[src/rtl/mem_commit_port.sv]
// ---------------------------------------------------------------------------
// mem_commit_port
//
// Memory-side responder for the ROB commit interface. Serves committed
// stores (SB/SH/SW) and IO reads (lbu from the IO port). Each request is
// serialised onto the byte-wide RAM/IO bus, one byte per cycle. Completion
// is signalled to the ROB with a one-cycle done pulse plus, for loads, the
// zero-extended byte read back.
//
// The module drives the bus only while a commit is in flight. When idle,
// it drives mem_a=0 and mem_wr=0.
//
// Ports
//   clk                in   1   system clock
//   rst                in   1   asynchronous reset, active-low
//   rdy                in   1   global ready; low freezes all state
//   in_rob_store_flag  in   1   one-cycle store request pulse
//   in_rob_load_flag   in   1   one-cycle IO-read request pulse
//   in_rob_size        in   6   store size in bytes (1/2/4)
//   in_rob_addr        in   32  store address
//   in_rob_data        in   32  store data, little-endian
//   out_rob_done       out  1   one-cycle completion pulse
//   out_rob_data       out  32  IO read byte, zero-extended
//   out_busy           out  1   high whenever a request is in flight
//   mem_din            in   8   RAM/IO read byte (valid 1 cycle after mem_a)
//   mem_dout           out  8   RAM/IO write byte
//   mem_a              out  32  RAM/IO address
//   mem_wr             out  1   1 = write, 0 = read
//   io_buffer_full     in   1   UART tx buffer full
//
// Configuration
//   MEM_COMMIT_IO_STALL_EN
//     When this macro is defined, a store byte aimed at IO space
//     (addr[17:16]==IO_SEL_BITS) is held while io_buffer_full is high.
//     While held, mem_wr is 0, the byte index does not advance, and the
//     done pulse is delayed by the same number of cycles.
//     When the macro is not defined, io_buffer_full is ignored.
// ---------------------------------------------------------------------------
module mem_commit_port #(
  parameter logic [31:0] IO_READ_ADDR = 32'h0003_0000,
  parameter logic [1:0]  IO_SEL_BITS  = 2'b11
) (
  input  logic        clk,
  input  logic        rst,
  input  logic        rdy,
  input  logic        in_rob_store_flag,
  input  logic        in_rob_load_flag,
  input  logic [5:0]  in_rob_size,
  input  logic [31:0] in_rob_addr,
  input  logic [31:0] in_rob_data,
  output logic        out_rob_done,
  output logic [31:0] out_rob_data,
  output logic        out_busy,
  input  logic [7:0]  mem_din,
  output logic [7:0]  mem_dout,
  output logic [31:0] mem_a,
  output logic        mem_wr,
  input  logic        io_buffer_full
);

  localparam logic [2:0] S_IDLE    = 3'd0;
  localparam logic [2:0] S_STORE   = 3'd1;
  localparam logic [2:0] S_LD_ADDR = 3'd2;
  localparam logic [2:0] S_LD_WAIT = 3'd3;
  localparam logic [2:0] S_DONE    = 3'd4;

  logic [2:0]  r_state;
  logic [1:0]  r_idx;      // byte currently on the bus
  logic [1:0]  r_last;     // index of the final byte of the store
  logic [31:0] r_addr;
  logic [31:0] r_data;
  logic [31:0] r_rdata;

  logic        w_size_ok;
  logic [1:0]  w_last_idx;
  logic        w_stall;
  logic        w_last_beat;
  logic [7:0]  w_byte;
  logic [31:0] w_beat_addr;

  // Only 1, 2 and 4 byte stores go on the bus. Any other size completes
  // at once without writing anything.
  always_comb begin
    w_size_ok  = 1'b0;
    w_last_idx = 2'd0;
    case (in_rob_size)
      6'd1: begin w_size_ok = 1'b1; w_last_idx = 2'd0; end
      6'd2: begin w_size_ok = 1'b1; w_last_idx = 2'd1; end
      6'd4: begin w_size_ok = 1'b1; w_last_idx = 2'd3; end
      default: begin w_size_ok = 1'b0; w_last_idx = 2'd0; end
    endcase
  end

`ifdef MEM_COMMIT_IO_STALL_EN
  // A store to IO space waits for room in the UART tx buffer.
  assign w_stall = (r_addr[17:16] == IO_SEL_BITS) && io_buffer_full;
`else
  // Stall disabled: io_buffer_full is read but masked off, so the port
  // stays connected without affecting behaviour.
  assign w_stall = io_buffer_full & 1'b0;
`endif

  assign w_last_beat = (r_idx == r_last);

  // The address adds the byte index to the base and wraps at 32 bits.
  // A store is never split into separate requests.
  assign w_beat_addr = r_addr + {30'd0, r_idx};

  always_comb begin
    w_byte = 8'd0;
    case (r_idx)
      2'd0: w_byte = r_data[7:0];
      2'd1: w_byte = r_data[15:8];
      2'd2: w_byte = r_data[23:16];
      2'd3: w_byte = r_data[31:24];
      default: w_byte = 8'd0;
    endcase
  end

  // State register and request capture
  always_ff @(posedge clk or negedge rst) begin
    if (!rst) begin
      r_state <= S_IDLE;
      r_idx   <= 2'd0;
      r_last  <= 2'd0;
      r_addr  <= 32'd0;
      r_data  <= 32'd0;
      r_rdata <= 32'd0;
    end else if (rdy) begin
      case (r_state)
        S_IDLE: begin
          // When both flags are high, the store wins and the load flag
          // is dropped.
          if (in_rob_store_flag) begin
            r_addr <= in_rob_addr;
            r_data <= in_rob_data;
            r_idx  <= 2'd0;
            r_last <= w_last_idx;
            r_state <= w_size_ok ? S_STORE : S_DONE;
          end else if (in_rob_load_flag) begin
            r_state <= S_LD_ADDR;
          end
        end
        S_STORE: begin
          if (!w_stall) begin
            if (w_last_beat) begin
              r_state <= S_IDLE;
              r_idx   <= 2'd0;
            end else begin
              r_idx <= r_idx + 2'd1;
            end
          end
        end
        S_LD_ADDR: r_state <= S_LD_WAIT;
        S_LD_WAIT: begin
          // mem_din answers the address driven in the previous cycle.
          r_rdata <= {24'd0, mem_din};
          r_state <= S_DONE;
        end
        S_DONE:  r_state <= S_IDLE;
        default: r_state <= S_IDLE;
      endcase
    end
  end

  // Bus and ROB outputs
  // While rdy is low, the write strobe and the done pulse are masked.
  // The state itself holds, so a pending done pulse is delayed rather
  // than lost.
  always_comb begin
    mem_a        = 32'd0;
    mem_dout     = 8'd0;
    mem_wr       = 1'b0;
    out_rob_done = 1'b0;
    case (r_state)
      S_STORE: begin
        mem_a        = w_beat_addr;
        mem_dout     = w_byte;
        mem_wr       = rdy && !w_stall;
        out_rob_done = rdy && !w_stall && w_last_beat;
      end
      S_LD_ADDR: begin
        mem_a = IO_READ_ADDR;
      end
      S_DONE: begin
        out_rob_done = rdy;
      end
      default: begin
        mem_a = 32'd0;
      end
    endcase
  end

  assign out_rob_data = r_rdata;
  assign out_busy     = (r_state != S_IDLE);

endmodule

[config.mk]
export PLATFORM = sky130hd
export DESIGN_NAME = mem_commit_port
export DESIGN_NICKNAME = d
export VERILOG_FILES = /design/src/rtl/mem_commit_port.sv
export SDC_FILE = /design/constraint.sdc
export NUM_CORES = 1
export LEC_CHECK = 0
export BUFFER_PORTS_ARGS = -buffer_cell sky130_fd_sc_hd__buf_2
export CORE_MARGIN = 3
export CORE_UTILIZATION = 50
export CTS_CLUSTER_SIZE = 16
export DETAILED_ROUTE_END_ITERATION = 12
export PLACE_DENSITY = 0.82
export SYNTH_ARGS = -nofsm -noshare
export SYNTH_HDL_FRONTEND = slang
export SYNTH_SLANG_ARGS = --single-unit
export TNS_END_PERCENT = 5
[constraint.sdc]
create_clock -name clk -period 3.1 [get_ports clk]
set_input_delay 0.465 -clock clk [delete_from_list [all_inputs] [get_ports clk]]
set_output_delay 0.465 -clock clk [all_outputs]
set_load 0.01 [all_outputs]
* Word-level counts from Yosys, hierarchy flattened
Index checks and enable logic that the tools add are counted.
** Storage, ports and cells
- Register bits :: 79
- Latch bits :: 0
- Bits in writable memories :: 0
- Memory bits (read-only) :: 0
- Input port bits :: 84
- Memories kept :: 0
** Operators by class
- Add/sub/neg operators :: 2
- Multipliers :: 0
- Divide/modulo/power cells :: 0
- $lt $le $gt $ge :: 0
- Equal/unequal tests :: 14
- Shift-type cells :: 0
- Muxes and demuxes :: 15
- Bitwise logic cells :: 0
- Reduce and logical (&&, ||, !) cells :: 10
** Operators with widths (count)
- case mux 32 bit (2 select lines) :: 1
- adder 32 x 2 -> 32 bit :: 1
- case mux 8 bit (4 select lines) :: 1
- two-way mux 3 bit :: 4
- case mux 3 bit (4 select lines) :: 1
- AND reduction 3 bit :: 3
- two-way mux 8 bit :: 1
- case mux 2 bit (2 select lines) :: 2
- == test 3 x 2 -> 1 bit, second input constant :: 2
- == test 6 x 1 -> 1 bit, second input constant :: 1
- == test 6 x 2 -> 1 bit, second input constant :: 1
- == test 6 x 3 -> 1 bit, second input constant :: 1
- == test 2 bit, second input constant :: 2
- two-way mux 2 bit :: 2
- inequality test 2 bit, second input constant :: 2
- == test 3 x 1 -> 1 bit, second input constant :: 1
- == test 3 bit, second input constant :: 1
- zero test 3 bit :: 1
- inequality test 3 bit, second input constant :: 1
- nonzero test 3 bit :: 1
- OR reduction 3 bit :: 1
- adder 2 x 1 -> 2 bit, second input constant :: 1
- == test 2 x 1 -> 1 bit, second input constant :: 1
- == test 2 bit :: 1
- 6 further kinds :: 7

* Depth between registers and ports, before layout
- Depth after elaboration :: 6
- Depth in mapped cells :: 7
- Depth with buffers taken out :: 6

* Least setup slack after synthesis
Ideal clock, no wire load.
- Path type :: flip-flop to output port
- From :: register r_idx[0]
- To :: output mem_a[28]
- Arrival :: 2207 ps
- Required time :: 2635 ps
- Path slack :: 428 ps
- Stages on the path, launching flop included :: 8
- Cells stage by stage :: dfrtp_1 ha_1 fa_1 and4_1 clkbuf_1 nand3_1 or4_1 a21oi_1
** On the way
- Cells in the longest elaborated chain, start to end :: 2
** Ends and longest elaborated chain
- start, declared :: line 68 : logic [1:0] r_idx;
- start signal, assigned :: line 150 : r_idx <= r_idx + 2'd1;
- adder 32 x 2 -> 32 bit :: line 107 : assign w_beat_addr = r_addr + {30'd0, r_idx};
- case mux 32 bit (2 select lines) :: line 175 : case (r_state)
- end, declared :: line 56 : output logic [31:0] mem_a,
No other way between the ends.

* Final worst setup path
- From :: register r_addr[1]
- To :: output mem_a[29]
** On the way
- Cells in the longest elaborated chain, start to end :: 2
** Ends and longest elaborated chain
- start, declared :: line 70 : logic [31:0] r_addr;
- start signal, assigned :: line 135 : r_addr <= in_rob_addr;
- adder 32 x 2 -> 32 bit :: line 107
- case mux 32 bit (2 select lines) :: line 175
No other way between the ends.

==> results <==
- Of the synthesized area, sequential elements account for between 40 and 50%.
- The initialized floorplan defines 33 standard-cell rows.
- The area inside the core boundary is between 8000 and 9000 um^2.
- For this run, the leading register cell type out of synthesis is sky130_fd_sc_hd__dfrtp_1.
- The final worst slack is roughly 110 ps.
- The wire length of the first global-routing pass is ~19 mm.
- The residual antenna-violating net count after detailed routing is 0.
- The slew at the pin with the worst max-slew slack is between 900 and 1000 ps.
- In this run the worst path has a maximum fanout of 18.
- The final critical path time including I/O delays and setup is around 3000 ps.
- The via count of the first global-routing pass is between 4k and 5k.
- The maximum VDD drop is ~0.00037 V.
- The H-tree was split into 3 levels.
- In this run the count of I/O pins placed on the die edge is 159.
- Entering global routing, the biggest net connects 80 pins.
- The starting density of the core is 53.1%.
- Global routing finished with a remaining overflow of 0.
- The first detailed-routing pass ran for 5 iterations.
- The number of sinks driven by the clock tree is 79.
- The final period utilization is 96.5%.
- In the final routed layout, each cell accounts on average for between 10 and 15 um.
- The maximum clock path buffer count is 2.
- Traced cell by cell, the critical path runs through ha_1 -> a21oi_1 -> or4_4 -> or4_1 -> a21oi_1 -> buf_2.
- In the routed design, unresolved DRC markers number 0.
- The number of instances in the synthesized netlist is between 500 and 600.
- Counting flops with a built-in enable in the synthesized netlist gives 0.
- The count of final hold-check violations was 0.
- Summing every instance area after synthesis gives roughly 4500 um^2.
- The number of clock buffers added by TritonCTS is 9.
- The detailed router finished its first iteration with 268 violations.
- The standby leakage power is 2.75 nW.
- After detailed routing, the number of vias per cell comes to between 5 and 6.
- Among cell families on the critical path, the largest total delay comes from simple AND/OR/NAND/NOR gates.
- At the end of routability-driven placement, the weighted congestion stood at ~0.86.
- Max-cap violations in this run came to 0.
- The final setup violation count is 0.
- For this design the ratio of total power to cell area is between 700 and 800 nW/um^2.
- The flow ran to the end, and the final reports show no timing, DRC or antenna violations.
- The element type at the critical path start is a register.
- The headroom to the max-slew limit is approximately 34%.
- The largest individual stage delay along the critical path comes from the cell sky130_fd_sc_hd__or4_4.
- The proportion of register bits with asynchronous set or reset after synthesis is 100%.
- The worst clock skew on the final layout is just under 10 ps.
- The post-route cell area is approximately 5300 um^2.
- The final-stage net count is ~760.
- From synthesis to final layout, the design area changed by 18.8%.
- The post-cts hold buffer count is 0.
- The total buffers and inverters traversed by the critical path is 1.
- The clock input transition at the sequential cells of the worst setup and hold paths is 80 ps.
- The highest cell delay on the worst timing path is 540 ps.
- The number of different library cells used by synthesis comes to 55.
- The power after layout is 0.00424 W.
- The critical path class is reg2out.
- The post-synthesis sequential element count is 79.
- Prior to clock tree synthesis, the placed netlist has a worst setup slack of around 300 ps.
- The data arrival at the endpoint of the critical path is around 2500 ps.
- STA classifies the critical path endpoint as an output pin.
- The TritonCTS clock tree is done.
- The x dimension of the die is between 100 and 150 um.
- The port buffer count is between 100 and 150.
- The chip height is roughly 100 um.
- The tightest min-delay check is of the in2async type.
- The post-synthesis area per instance is between 8 and 9 um^2.
- 0 antenna diodes ended up in the layout.
- The floorplan step defined a die boundary enclosing 10,200 um^2.
- In this design, the critical path's most frequently occurring cell is sky130_fd_sc_hd__a21oi_1.
- The final layout contains routed wiring with a total length of approximately 11 mm.
- The global-route total usage across every layer is a little under a quarter.
- At the later pin of the worst-skew pair, clock insertion delay measures between 300 and 400 ps.
- The number of vias after detailed routing is about 4.2k.
- The initial antenna violation count came to 1.
- The library cell used as clock root buffer is sky130_fd_sc_hd__clkbuf_8.
- STA puts the critical path data required time at around 2600 ps.
- The maximum achievable frequency is 334 MHz.
- The number of warnings issued by yosys is 0.
- The share of final-layout standard cells stronger than drive strength 1 is a little over a quarter.
- The half-perimeter wire length after placement is between 8 and 9 mm.
- The count of pins over their slew limit is 0.
- Once placement finished, the instance area stood at roughly 5000 um^2.
power by group:
group | internal (W) | total [W] | switching (W)
clock | 0.000469 | 0.000829 | 0.000360
combinational | 0.000631 | 0.00145 | 0.000821
sequential | 0.00149 | 0.00195 | 0.000462
total | 0.00259 | 0.00424 | 0.00164
worst paths after layout:
check,start,end,slack (ps),cells after the start
max,r_addr[1],mem_a[29],110,6
min,rst,r_addr[16],290,1
max reg2reg,r_state[0],r_data[16],1110,5
min reg2reg,r_data[28],r_data[28],480,2
max in group asynchronous,rst,r_addr[5],2110,1
min in group clk,in_rob_addr[15],r_addr[15],300,3
sequential cells by signal, summed over array words and instances, names as in the netlist:
signal	flops
r_addr	32
r_data	32
out_rob_data	8
r_state	3
r_idx	2
r_last	2
routing by layer:
metal	up-vias	global-route usage, %	wire, um
li1	2050	-	-
met1	1954	30.5	4880
met2	186	37.5	5440
met3	26	4.50	854
met4	2	7.36	204
met5	-	0	11
repair_timing:
| item | in CTS | in global routing |
|---|---|---|
| buffers inserted | 0 | 1 |
| pin swaps | 0 | 1 |
| gates resized for setup | 1 | 3 |
| endpoints found under the setup margin | 4 | 7 |
metrics by stage:
step / hold slack [ps] / utilization, % / setup TNS (ps) / std cells
after detailed placement: 463 / 60.4 / 0 / 763
after global placement: 457 / 60.4 / 0 / 763
after CTS: 299 / 62.9 / 0 / 778
final: 288 / 63.1 / 0 / 779
after floorplan: 169 / - / 0 / 573
after global routing: 294 / 63.1 / -4.25 / 779
cell usage after synthesis (all sizes together) (4+ instances only):
cell type  instances  area share (%)
or3               10             1.4
nor2              29             2.4
dfrtp             79              44
inv                7            0.58
nand2            204              17
mux2               8             2.0
nand3             11             1.2
xor2               9             1.8
a21oi             25             2.8
o31ai             10             1.7
or4               10             1.7
and4               5             1.0
clkbuf            26             2.8
nor3               6            0.67
a222oi             8             1.8
o21ai             11             1.2
nor3b              4            0.67
and3               4            0.58
xnor2              5            0.97
ha                 6             1.7
and2               4            0.56
nand4              7            0.97
buf               31             4.8
placed cells by master, fill, tap and decap left out, types with 3 or more instances in the layout:
cell	instances
sky130_fd_sc_hd__o21ai_0	10
sky130_fd_sc_hd__xor2_1	9
sky130_fd_sc_hd__nand3_1	9
sky130_fd_sc_hd__dfrtp_1	78
sky130_fd_sc_hd__conb_1	24
sky130_fd_sc_hd__clkbuf_8	10
sky130_fd_sc_hd__inv_1	7
sky130_fd_sc_hd__and2_1	4
sky130_fd_sc_hd__buf_4	11
sky130_fd_sc_hd__or4_1	9
sky130_fd_sc_hd__and4_1	3
sky130_fd_sc_hd__nand2b_1	3
sky130_fd_sc_hd__o31ai_1	10
sky130_fd_sc_hd__nand2_1	204
sky130_fd_sc_hd__nand4_1	7
sky130_fd_sc_hd__nor3_1	6
sky130_fd_sc_hd__ha_1	6
sky130_fd_sc_hd__nor2_1	29
sky130_fd_sc_hd__or3_1	9
sky130_fd_sc_hd__buf_2	132
sky130_fd_sc_hd__a21oi_1	25
sky130_fd_sc_hd__mux2_2	8
sky130_fd_sc_hd__a222oi_1	8
sky130_fd_sc_hd__nor3b_1	4
sky130_fd_sc_hd__xnor2_1	5
kinds of logic after synthesis:
group           after synthesis  share of synthesized area [%]
compound gates               71                           10.7
mux                           8                           2.00
flops                        79                           44.0
xor+xnor                     14                           2.73
fa+ha+maj                     7                           2.12
buf+inv                      64                           8.24
simple gates                306                           30.2
other cells                   1                         0.0834
cell type report:
type	instances	area, um^2
flip-flops and latches	79	1980
inverters	7	26.3
multi-input cells	430	2250
clock buffers	11	141
repair buffers	143	743
clock inverters	4	70.1
well taps	105	131
fillers	760	3120
No activity file was read; power rests on OpenSTA's default activity.
